--- config.mk ---
export PLATFORM = sky130hd
export DESIGN_NAME = hex_entry_assembler
export DESIGN_NICKNAME = d
export VERILOG_FILES = /design/src/rtl/hex_entry_assembler.sv
export SDC_FILE = /design/constraint.sdc
export NUM_CORES = 1
export LEC_CHECK = 0
export ABC_AREA = 1
export ABC_CLOCK_PERIOD_IN_PS = 3250
export CORE_ASPECT_RATIO = 2
export CORE_MARGIN = 2
export CORE_UTILIZATION = 45
export CTS_CLUSTER_DIAMETER = 50
export DETAILED_ROUTE_END_ITERATION = 16
export PLACE_DENSITY_LB_ADDON = 0.3
export SLEW_MARGIN = 20
export SYNTH_ARGS = -nofsm -noshare
export SYNTH_HDL_FRONTEND = slang
export SYNTH_SLANG_ARGS = --single-unit
--- constraint.sdc ---
create_clock -name clk -period 3.25 [get_ports clk]
set_input_delay 0.65 -clock clk [delete_from_list [all_inputs] [get_ports clk]]
set_output_delay 0.65 -clock clk [all_outputs]
set_load 0.02 [all_outputs]
--- src/rtl/hex_entry_assembler.sv ---
// Accumulates typed ASCII hex digits into a right-aligned value and commits it on CR/LF.
// Latency 1 cycle from rx_valid; no backpressure, so every strobed byte is consumed.
module hex_entry_assembler #(
  parameter int DIGITS = 6
) (
  input  logic                  clk,
  input  logic                  rst,
  input  logic [7:0]            rx_data,
  input  logic                  rx_valid,
  output logic [4*DIGITS-1:0]   num,
  output logic [4*DIGITS-1:0]   entry,
  output logic [2:0]            digit_cnt,
  output logic                  num_valid,
  output logic                  err,
  output logic                  entering
);

  localparam int         W      = 4 * DIGITS;
  localparam logic [2:0] MAXCNT = 3'(DIGITS);

  typedef enum logic {IDLE, ENTRY} state_t;

  state_t         state_q, state_d;
  logic [W-1:0]   num_q, num_d;
  logic [W-1:0]   entry_q, entry_d;
  logic [2:0]     cnt_q, cnt_d;
  logic           nv_q, nv_d;
  logic           err_q, err_d;
  logic           is_hex;
  logic [3:0]     nibble;

  always_comb begin
    is_hex = 1'b0;
    nibble = 4'h0;
    if (rx_data >= 8'h30 && rx_data <= 8'h39) begin
      is_hex = 1'b1;
      nibble = rx_data[3:0];
    end else if ((rx_data >= 8'h41 && rx_data <= 8'h46) ||
                 (rx_data >= 8'h61 && rx_data <= 8'h66)) begin
      // Low nibble of 'A'/'a' is 1, so adding 9 yields 10..15.
      is_hex = 1'b1;
      nibble = rx_data[3:0] + 4'd9;
    end
  end

  always_comb begin
    num_d   = num_q;
    entry_d = entry_q;
    cnt_d   = cnt_q;
    nv_d    = 1'b0;
    err_d   = 1'b0;
    if (rx_valid) begin
      if (is_hex) begin
        if (cnt_q < MAXCNT) begin
          entry_d = (entry_q << 4) | {{(W-4){1'b0}}, nibble};
          cnt_d   = cnt_q + 3'd1;
        end else begin
          err_d = 1'b1;
        end
      end else begin
        case (rx_data)
          8'h0D, 8'h0A: begin
            // A bare terminator (e.g. the LF of CR LF) is silently ignored.
            if (state_q == ENTRY) begin
              num_d   = entry_q;
              nv_d    = 1'b1;
              entry_d = '0;
              cnt_d   = 3'd0;
            end
          end
          8'h08, 8'h7F: begin
            if (state_q == ENTRY) begin
              entry_d = entry_q >> 4;
              cnt_d   = cnt_q - 3'd1;
            end
          end
          8'h1B: begin
            entry_d = '0;
            cnt_d   = 3'd0;
          end
          default: err_d = 1'b1;
        endcase
      end
    end
    state_d = (cnt_d != 3'd0) ? ENTRY : IDLE;
  end

  always_ff @(posedge clk) begin
    if (rst) begin
      state_q <= IDLE;
      num_q   <= '0;
      entry_q <= '0;
      cnt_q   <= 3'd0;
      nv_q    <= 1'b0;
      err_q   <= 1'b0;
    end else begin
      state_q <= state_d;
      num_q   <= num_d;
      entry_q <= entry_d;
      cnt_q   <= cnt_d;
      nv_q    <= nv_d;
      err_q   <= err_d;
    end
  end

  assign num       = num_q;
  assign entry     = entry_q;
  assign digit_cnt = cnt_q;
  assign num_valid = nv_q;
  assign err       = err_q;
  assign entering  = (state_q == ENTRY);

endmodule
==> impl_metrics.ini, run 1 <==
[outcome]
outcome = complete, no violations

[clock_tree]
cts_root_buffer = clkbuf_16
cts_setup_buffers = 0
clockBufferDepth = 2
htreeDepth = 2
hold_buffers = 0
ctsResizeCount = 0
clkTransAtPathRegs_ns = 0.06
cts_tree = built
insertion_delay_ns = 0.29
numCtsBuffers = 5
cts_sinks = 54

[setup_path]
r2r_end = entering
slowest_delay_ns = 0.55
crit_buf_inv = 3
cp.depth = 12
cp_top_family = simple AND/OR/NAND/NOR gates
required_ns = 3.47
cp-start-kind = primary input
critPathCapture = entry[13]
worst-setup-path-type = in2reg
r2r_slack_ns = 1.65
worst_ep_arrival_time_ns = 2.87
reg2regPathDepth = 12
r2r-start = digit_cnt[0]
worstPathMaxFanout = 24
crit_slowest_cell = clkdlybuf4s50_1
crit_chain = clkdlybuf4s50_1 -> inv_1 -> ha_1 -> inv_1 -> nand3_1 -> nand4_1 -> nand2_2 -> nand2_1 -> o21ai_1 -> nor2_4 -> nor2_1 -> nor2_1
crit_start = rx_data[0]
end_kind = flip-flop

[cells_and_area]
synthToLayoutAreaGrowth_pct = 29.2
diodes = 0
layout_commonest_cell = nor2_1
utilization_pct = 59.5
drive_gt1_share_pct = 5.24
most-common-layout-cells = nor2_1 (73), clkdlybuf4s50_1 (64), nand2_1 (60)
final_nets = 477
fin_area_um2 = 3540
fill_cells = 594

[place]
dp_hpwl_um = 4930
place_area_um2 = 3400
gp_congestion = 0.897
port_buffers = 64

[power_and_ir_drop]
leakage_nw = 1.42
combPwrFrac_pct = 14.1
pwr-share-seq_pct = 49.7
power_density_nw_per_um2 = 401
power.share.clock_pct = 36.2
ir_drop_v = 0.000319
p_switching_mw = 0.361
p_int_mw = 1.06
swShare_pct = 25.4

[grt]
grt_overflow = 0
grt_pass1_vias = 2491
grt_pass1_wl_um = 11300
use_met1_pct = 23.3
grt_max_degree = 50
antenna_found_initial = 0
met2_usage_pct = 37.8
top_usage_layer = met2
grtUsageTotal_pct = 21.1
grt_util_met3_pct = 2.60

[sta]
final_max_slew_viol_count = 0
fin_crit_ns = 2.65
tns_ns = 0
min_period_over_period_pct = 81.4
rsz0062_at_grt = no
hold_viol_final = 0
slew_headroom_pct = 63.2
max_freq_mhz = 378
setup-violations-final = 0
fin_skew_ns = 0.00300
tightest_slew_ns = 0.550

[synth]
yosysWarnings = 0
synth_area_leader_cell = dfxtp_1
synth_edf_count = 0
async_flop_share_pct = 0
synth_cells = 402
synth.avg_cell_area_um2 = 6.82
ys_seq_area_share_pct = 39.4
ys_seq_elements = 54
synth_area_um2 = 2740
ys.flop_type = dfxtp_1
synth_area_leaders = dfxtp_1 (39%), nor2_1 (10%), nand2_1 (8.2%)
syn_nets = 420
synth.top_cell.area_share_pct = 39.4
ys_types = 24

[routing]
drt_pre_antenna_iters = 4
drtIter0Drc = 138
finalWirelength_um = 6710
wl_per_cell_um = 12.9
drc = 0
ant_nets = 0
avgViaCountPerCell = 5.27
via_count = 2746

[floorplanning]
die-height_um = 114
rows = 40
initial_core_util_pct = 46.0
dieWidth_um = 59.2
fp.coreArea_um2 = 5960
dieArea_um2 = 6770
top_level_ports = 65

[hold_path]
hold_class = reg2reg
holdPathStages = 2

[job]
maxCapViolations = 0
cells in the mapped netlist, drive strengths merged (6+ instances only):
| cell | count |
|---|---|
| nand2 | 63 |
| nand3 | 35 |
| ha | 7 |
| nand4 | 6 |
| nor2 | 76 |
| dfxtp | 54 |
| clkbuf | 10 |
| inv | 55 |
| buf | 10 |
| o21ai | 28 |
| a21oi | 37 |
| a22oi | 16 |
metrics by stage:
stage / cells / setup slack, ns / power, mW / hold WS, ns
finish: 521 / 0.605 / 1.42 / 0.441
global route: 521 / 0.309 / 1.48 / 0.456
CTS: 521 / 0.603 / 1.43 / 0.445
detailed placement: 515 / 0.300 / 0.922 / 0.435
global placement: 515 / 0.390 / 0.919 / 0.431
floorplan: 402 / 1.24 / 0.841 / 0.520
worst min-delay path, stage by stage, from the launching register on:
cell and delay, ns:
dfxtp_1 0.31, inv_1 0.04, a21oi_1 0.04
metal layers:
layer	vias up	wire length (um)
li1	1406	-
met1	1251	2560
met2	73	3710
met3	16	201
met4	0	229
met5	-	0
cell families after synthesis:
family,count (synthesis),synth area share [%]
compound gates,81,16.7
xor+xnor,2,0.639
fa+ha+maj,7,3.19
buf+inv,75,11.3
flops,54,39.4
simple gates,183,28.8
registers in the layout, indices dropped and copies added (netlist names):
signal,count
entry,24
num,24
digit_cnt,3
entering,1
err,1
num_valid,1
worst min-delay path by stage:
| stage | startpoint | slack, ns | end |
|---|---|---|---|
| after floorplan | num[10] | 0.52 | num[10] |
| after global placement | num[11] | 0.43 | num[11] |
| after detailed placement | num[19] | 0.44 | num[19] |
| after CTS | num[19] | 0.44 | num[19] |
| after global routing | num[14] | 0.46 | num[14] |
| final | num[19] | 0.44 | num[19] |
power by group through the flow:
stage | registers (mW) | clock network [mW] | logic (mW)
2_1_floorplan | 0.733 | 0 | 0.108
3_3_place_gp | 0.721 | 0 | 0.198
3_5_place_dp | 0.721 | 0 | 0.201
4_1_cts | 0.707 | 0.522 | 0.201
5_1_grt | 0.709 | 0.550 | 0.224
6_report | 0.706 | 0.514 | 0.200
final cells by class:
type | count | area [um^2] | area share (%)
Multi-Input combinational cell | 273 | 1350 | 38.1
Sequential cell | 54 | 1080 | 30.5
Timing Repair Buffer | 70 | 686 | 19.4
Tap cell | 63 | 78.8 | 2.23
Inverter | 55 | 206 | 5.83
Clock buffer | 6 | 139 | 3.92
Power figures use the tool's default switching activity.
==> inputs of run 2 (changes only) <==
- ABC_CLOCK_PERIOD_IN_PS: 3250 -> 2500
- clock period: 3.25 -> 2.5 ns (I/O delays scaled with it)
==> impl_metrics.ini, run 2 (same netlist as run 1, synthesis figures left out) <==
[setup_path]
worst-setup-path-type = in2reg
cp-start-kind = primary input
r2r-start = digit_cnt[0]
reg2regPathDepth = 12
r2r_end = entering
end_kind = flip-flop
r2r_slack_ns = 0.90
required_ns = 2.69
worst_ep_arrival_time_ns = 2.52
worstPathMaxFanout = 12

[floorplanning]
top_level_ports = 65
rows = 40
initial_core_util_pct = 46.0
dieWidth_um = 59.2
fp.coreArea_um2 = 5960
die-height_um = 114
dieArea_um2 = 6770

[cells_and_area]
most-common-layout-cells = nor2_1 (73), clkdlybuf4s50_1 (64), nand2_1 (60)
layout_commonest_cell = nor2_1
drive_gt1_share_pct = 8.61
final_nets = 493
synthToLayoutAreaGrowth_pct = 34.6
multi_input_area_um2 = 1370
fin_area_um2 = 3690
diodes = 0
fill_cells = 569
seqCellArea_um2 = 1080

[hold_path]
hold_path_end = num[12]
hold_start = num[12]
hold_class = reg2reg
holdPathStages = 2

[sta]
fin_skew_ns = 0.00370
rsz0062_at_grt = no
min_period_over_period_pct = 93.4
whs_ns = 0.442
fin_crit_ns = 2.34
final_max_slew_viol_count = 0
setup_ws_ns = 0.165
setup-violations-final = 0
max_freq_mhz = 428
hold_viol_final = 0
slew_headroom_pct = 71.6
tightest_slew_ns = 0.424

[grt]
grt_overflow = 0
grt_pass1_vias = 2646
grt_max_degree = 50
grtUsageTotal_pct = 21.7
grt_pass1_wl_um = 11500
antenna_found_initial = 0

[clock_tree]
insertion_delay_ns = 0.29
hold_buffers = 0
cts_sinks = 54
numCtsBuffers = 5
clockBufferDepth = 2
cts_root_buffer = clkbuf_16
htreeDepth = 2
clkTransAtPathRegs_ns = 0.06
cts_tree = built
cts_setup_buffers = 0

[place]
place_area_um2 = 3520
dp_slack_ns = -0.209
port_buffers = 64
dp_hpwl_um = 5020
gp_congestion = 0.863

[power_and_ir_drop]
swShare_pct = 25.8
p_switching_mw = 0.486
combPwrFrac_pct = 14.6
power.share.clock_pct = 36.6
leakage_nw = 1.50
ir_drop_v = 0.000293
p_int_mw = 1.40
pwr-share-seq_pct = 48.7
power_density_nw_per_um2 = 510

[outcome]
outcome = complete, no violations

[routing]
via_count = 2793
finalWirelength_um = 7020
drtIter0Drc = 118
drc = 0
avgViaCountPerCell = 5.18
drt_pre_antenna_iters = 5
ant_nets = 0
wl_per_cell_um = 13.0

[job]
maxCapViolations = 0
==> run 2: cell types whose count changed in the layout (fill, tap and decap cells not counted), sizes merged <==
cell | before | now
buf | 6 | 20
nor2 | 76 | 78
clkbuf | 6 | 7
clkinv | 0 | 1
==> run 2: worst max-delay path by stage <==
| stage | start | to | slack (ns) | cells after the start |
|---|---|---|---|---|
| finish | rx_data[0] | entry[8] | 0.16 | 12 |
| global route | rx_data[0] | entry[11] | 0.006 | 13 |
| CTS | rx_data[0] | entry[6] | 0.08 | 13 |
| detailed placement | rx_data[0] | entry[8] | -0.21 | 13 |
| global placement | rx_data[0] | entry[5] | -0.17 | 13 |
| floorplan | rx_data[0] | entry[10] | 0.64 | 12 |
==> run 2: critical path: stages <==
cell	delay, ns
clkdlybuf4s50_1	0.54
inv_1	0.07
buf_4	0.14
ha_1	0.18
nand3_1	0.07
nand2_1	0.10
nand2_2	0.10
nand3_1	0.11
o21ai_1	0.37
nor2_4	0.15
nor2_1	0.13
nor2_1	0.06
==> run 2: per-layer routing <==
layer	vias up	GRT usage [%]	share of wire, %
li1	1448	-	-
met1	1245	23.1	37
met2	78	38.5	55
met3	22	3.39	3.7
met4	0	12.3	3.6
met5	-	0	0
==> run 2: metrics by stage <==
step | TNS (ns) | cells | power, mW | utilization, %
5_1_grt | 0 | 539 | 1.96 | 62.0
6_report | 0 | 539 | 1.88 | 62.0
4_1_cts | 0 | 537 | 1.89 | 61.6
2_1_floorplan | 0 | 402 | 1.09 | -
3_3_place_gp | -3.89 | 529 | 1.20 | 59.1
3_5_place_dp | -4.54 | 529 | 1.21 | 59.1
==> run 2: layout make-up <==
cell class                      instances  share of cell area, %
Timing Repair Buffer                   84                   21.8
Inverter                               55                   5.59
Multi-Input combinational cell        275                   37.2
Tap cell                               63                   2.14
Clock inverter                          1                  0.136
Clock buffer                            7                   3.86
Sequential cell                        54                   29.3
==> run 2: what timing repair did <==
action	4_1_cts	5_1_grt
resized for setup	0	2
setup endpoints to repair	0	24
endpoints found under the hold margin	0	0
==> run 2: power groups by stage <==
stage / Sequential (mW) / Clock [mW] / Combinational, mW
floorplan: 0.953 / 0 / 0.140
global placement: 0.936 / 0 / 0.266
detailed placement: 0.937 / 0 / 0.269
CTS: 0.917 / 0.705 / 0.270
global route: 0.920 / 0.731 / 0.309
finish: 0.918 / 0.690 / 0.275
==> inputs of run 3 (changes only) <==
- CORE_ASPECT_RATIO: 2 -> unset
- TNS_END_PERCENT: unset -> 50
==> impl_metrics.ini, run 3 (same netlist as run 1, synthesis figures left out) <==
[cells_and_area]
synthToLayoutAreaGrowth_pct = 31.6
multi_input_area_um2 = 1360
fin_area_um2 = 3610
fin_cells = 545
layout_commonest_cell = nor2_1
final_nets = 487
most-common-layout-cells = nor2_1 (73), clkdlybuf4s50_1 (64), nand2_1 (60)
seqCellArea_um2 = 1080
drive_gt1_share_pct = 7.45
diodes = 0
fill_cells = 546
utilization_pct = 60.9

[grt]
grt_overflow = 0
grt_pass1_wl_um = 11100
grtUsageTotal_pct = 20.7
grt_pass1_vias = 2388
antenna_found_initial = 0
grt_max_degree = 50

[routing]
wl_per_cell_um = 12.5
ant_nets = 0
finalWirelength_um = 6800
met2_length_um = 3110
top_layer_used = met4
drt_pre_antenna_iters = 5
drtIter0Drc = 321
avgViaCountPerCell = 5.10
via_count = 2782
drt-met1-wl_um = 3270
drc = 0
wl_met3_um = 361

[clock_tree]
insertion_delay_ns = 0.30
cts_root_buffer = clkbuf_8
htreeDepth = 2
cts_tree = built
cts_sinks = 54
clkTransAtPathRegs_ns = 0.10
numCtsBuffers = 5
hold_buffers = 0
clockBufferDepth = 2

[setup_path]
r2r-start = digit_cnt[0]
worst_ep_arrival_time_ns = 2.53
crit_start = rx_data[0]
worst-setup-path-type = in2reg
end_kind = flip-flop
required_ns = 2.71
worstPathMaxFanout = 12
cp-start-kind = primary input

[hold_path]
hold_start = num[13]
hold_class = reg2reg

[floorplanning]
dieWidth_um = 82.1
top_level_ports = 65
initial_core_util_pct = 46.3
die-height_um = 82.1
rows = 28
dieArea_um2 = 6730
fp.coreArea_um2 = 5920

[place]
dp_hpwl_um = 4800
port_buffers = 64
gp_congestion = 0.862
placed_cells = 536
place_area_um2 = 3510

[sta]
max_freq_mhz = 430
min_period_over_period_pct = 93.0
rsz0062_at_grt = yes
final_max_slew_viol_count = 0
tightest_slew_ns = 0.461
hold_viol_final = 0
setup-violations-final = 0
fin_crit_ns = 2.33
slew_headroom_pct = 69.0
fin_skew_ns = 0.0127

[power_and_ir_drop]
leakage_nw = 1.45
power_density_nw_per_um2 = 460
ir_drop_v = 0.000204
totalPowerFinal_mw = 1.66

[outcome]
outcome = complete, no violations

[job]
maxCapViolations = 0
run 3: cell types whose count changed in the layout (fill, tap and decap cells not counted):
| cell | before | now |
|---|---|---|
| clkbuf_16 | 5 | 0 |
| clkinv_4 | 0 | 1 |
| buf_12 | 1 | 2 |
| buf_4 | 19 | 13 |
| clkbuf_8 | 1 | 5 |
| nor2_4 | 5 | 4 |
run 3: final timing paths:
check | depth (start not counted) | slack (ns) | end
worst max register to register | 12 | 0.87 | entering
worst max-delay path | 11 | 0.17 | entry[15]
worst min-delay path | 2 | 0.45 | num[13]
worst min register to register | 2 | 0.45 | num[13]
run 3: timing repair:
item | CTS | global route
endpoints found under the hold margin | 0 | 0
setup buffers | 0 | 0
gates resized for setup | 0 | 1
endpoints found under the setup margin | 0 | 24
run 3: critical path, stage by stage:
cell and delay, ns:
clkdlybuf4s50_1 0.55, inv_1 0.10, ha_1 0.24, nand3_2 0.09
nor2_1 0.07, nor2_4 0.14, nand3_1 0.11, o21ai_1 0.40
nor2_4 0.15, nor2_1 0.14, nor2_1 0.06
run 3: power by group:
group	leakage (nW)	switching, mW	internal [mW]	total [mW]
Clock	0.0452	0.277	0.198	0.475
Combinational	0.966	0.158	0.113	0.270
Sequential	0.438	0.0333	0.883	0.916
Total	1.45	0.468	1.19	1.66
run 3: cell type report:
class	instances	share of cell area, %
timing repair buffer	79	21.6
clock inverter	2	0.381
multi-input combinational	274	37.8
sequential	54	30.0
inverter	55	5.72
tap	75	2.60
clock buffer	6	2.01
run 3: routing by layer:
layer	up-vias	GRT usage, %
met5	-	0
met4	0	5.17
met3	5	3.19
met2	92	33.9
met1	1254	28.5
li1	1431	-
run 3: metrics by stage:
step           TNS (ns)  setup WS (ns)  hold slack (ns)
2_1_floorplan         0          0.636            0.520
3_3_place_gp      -2.52         -0.123            0.432
3_5_place_dp      -4.18         -0.196            0.436
4_1_cts               0          0.128            0.451
5_1_grt         -0.0219        -0.0116            0.470
6_report              0          0.174            0.448
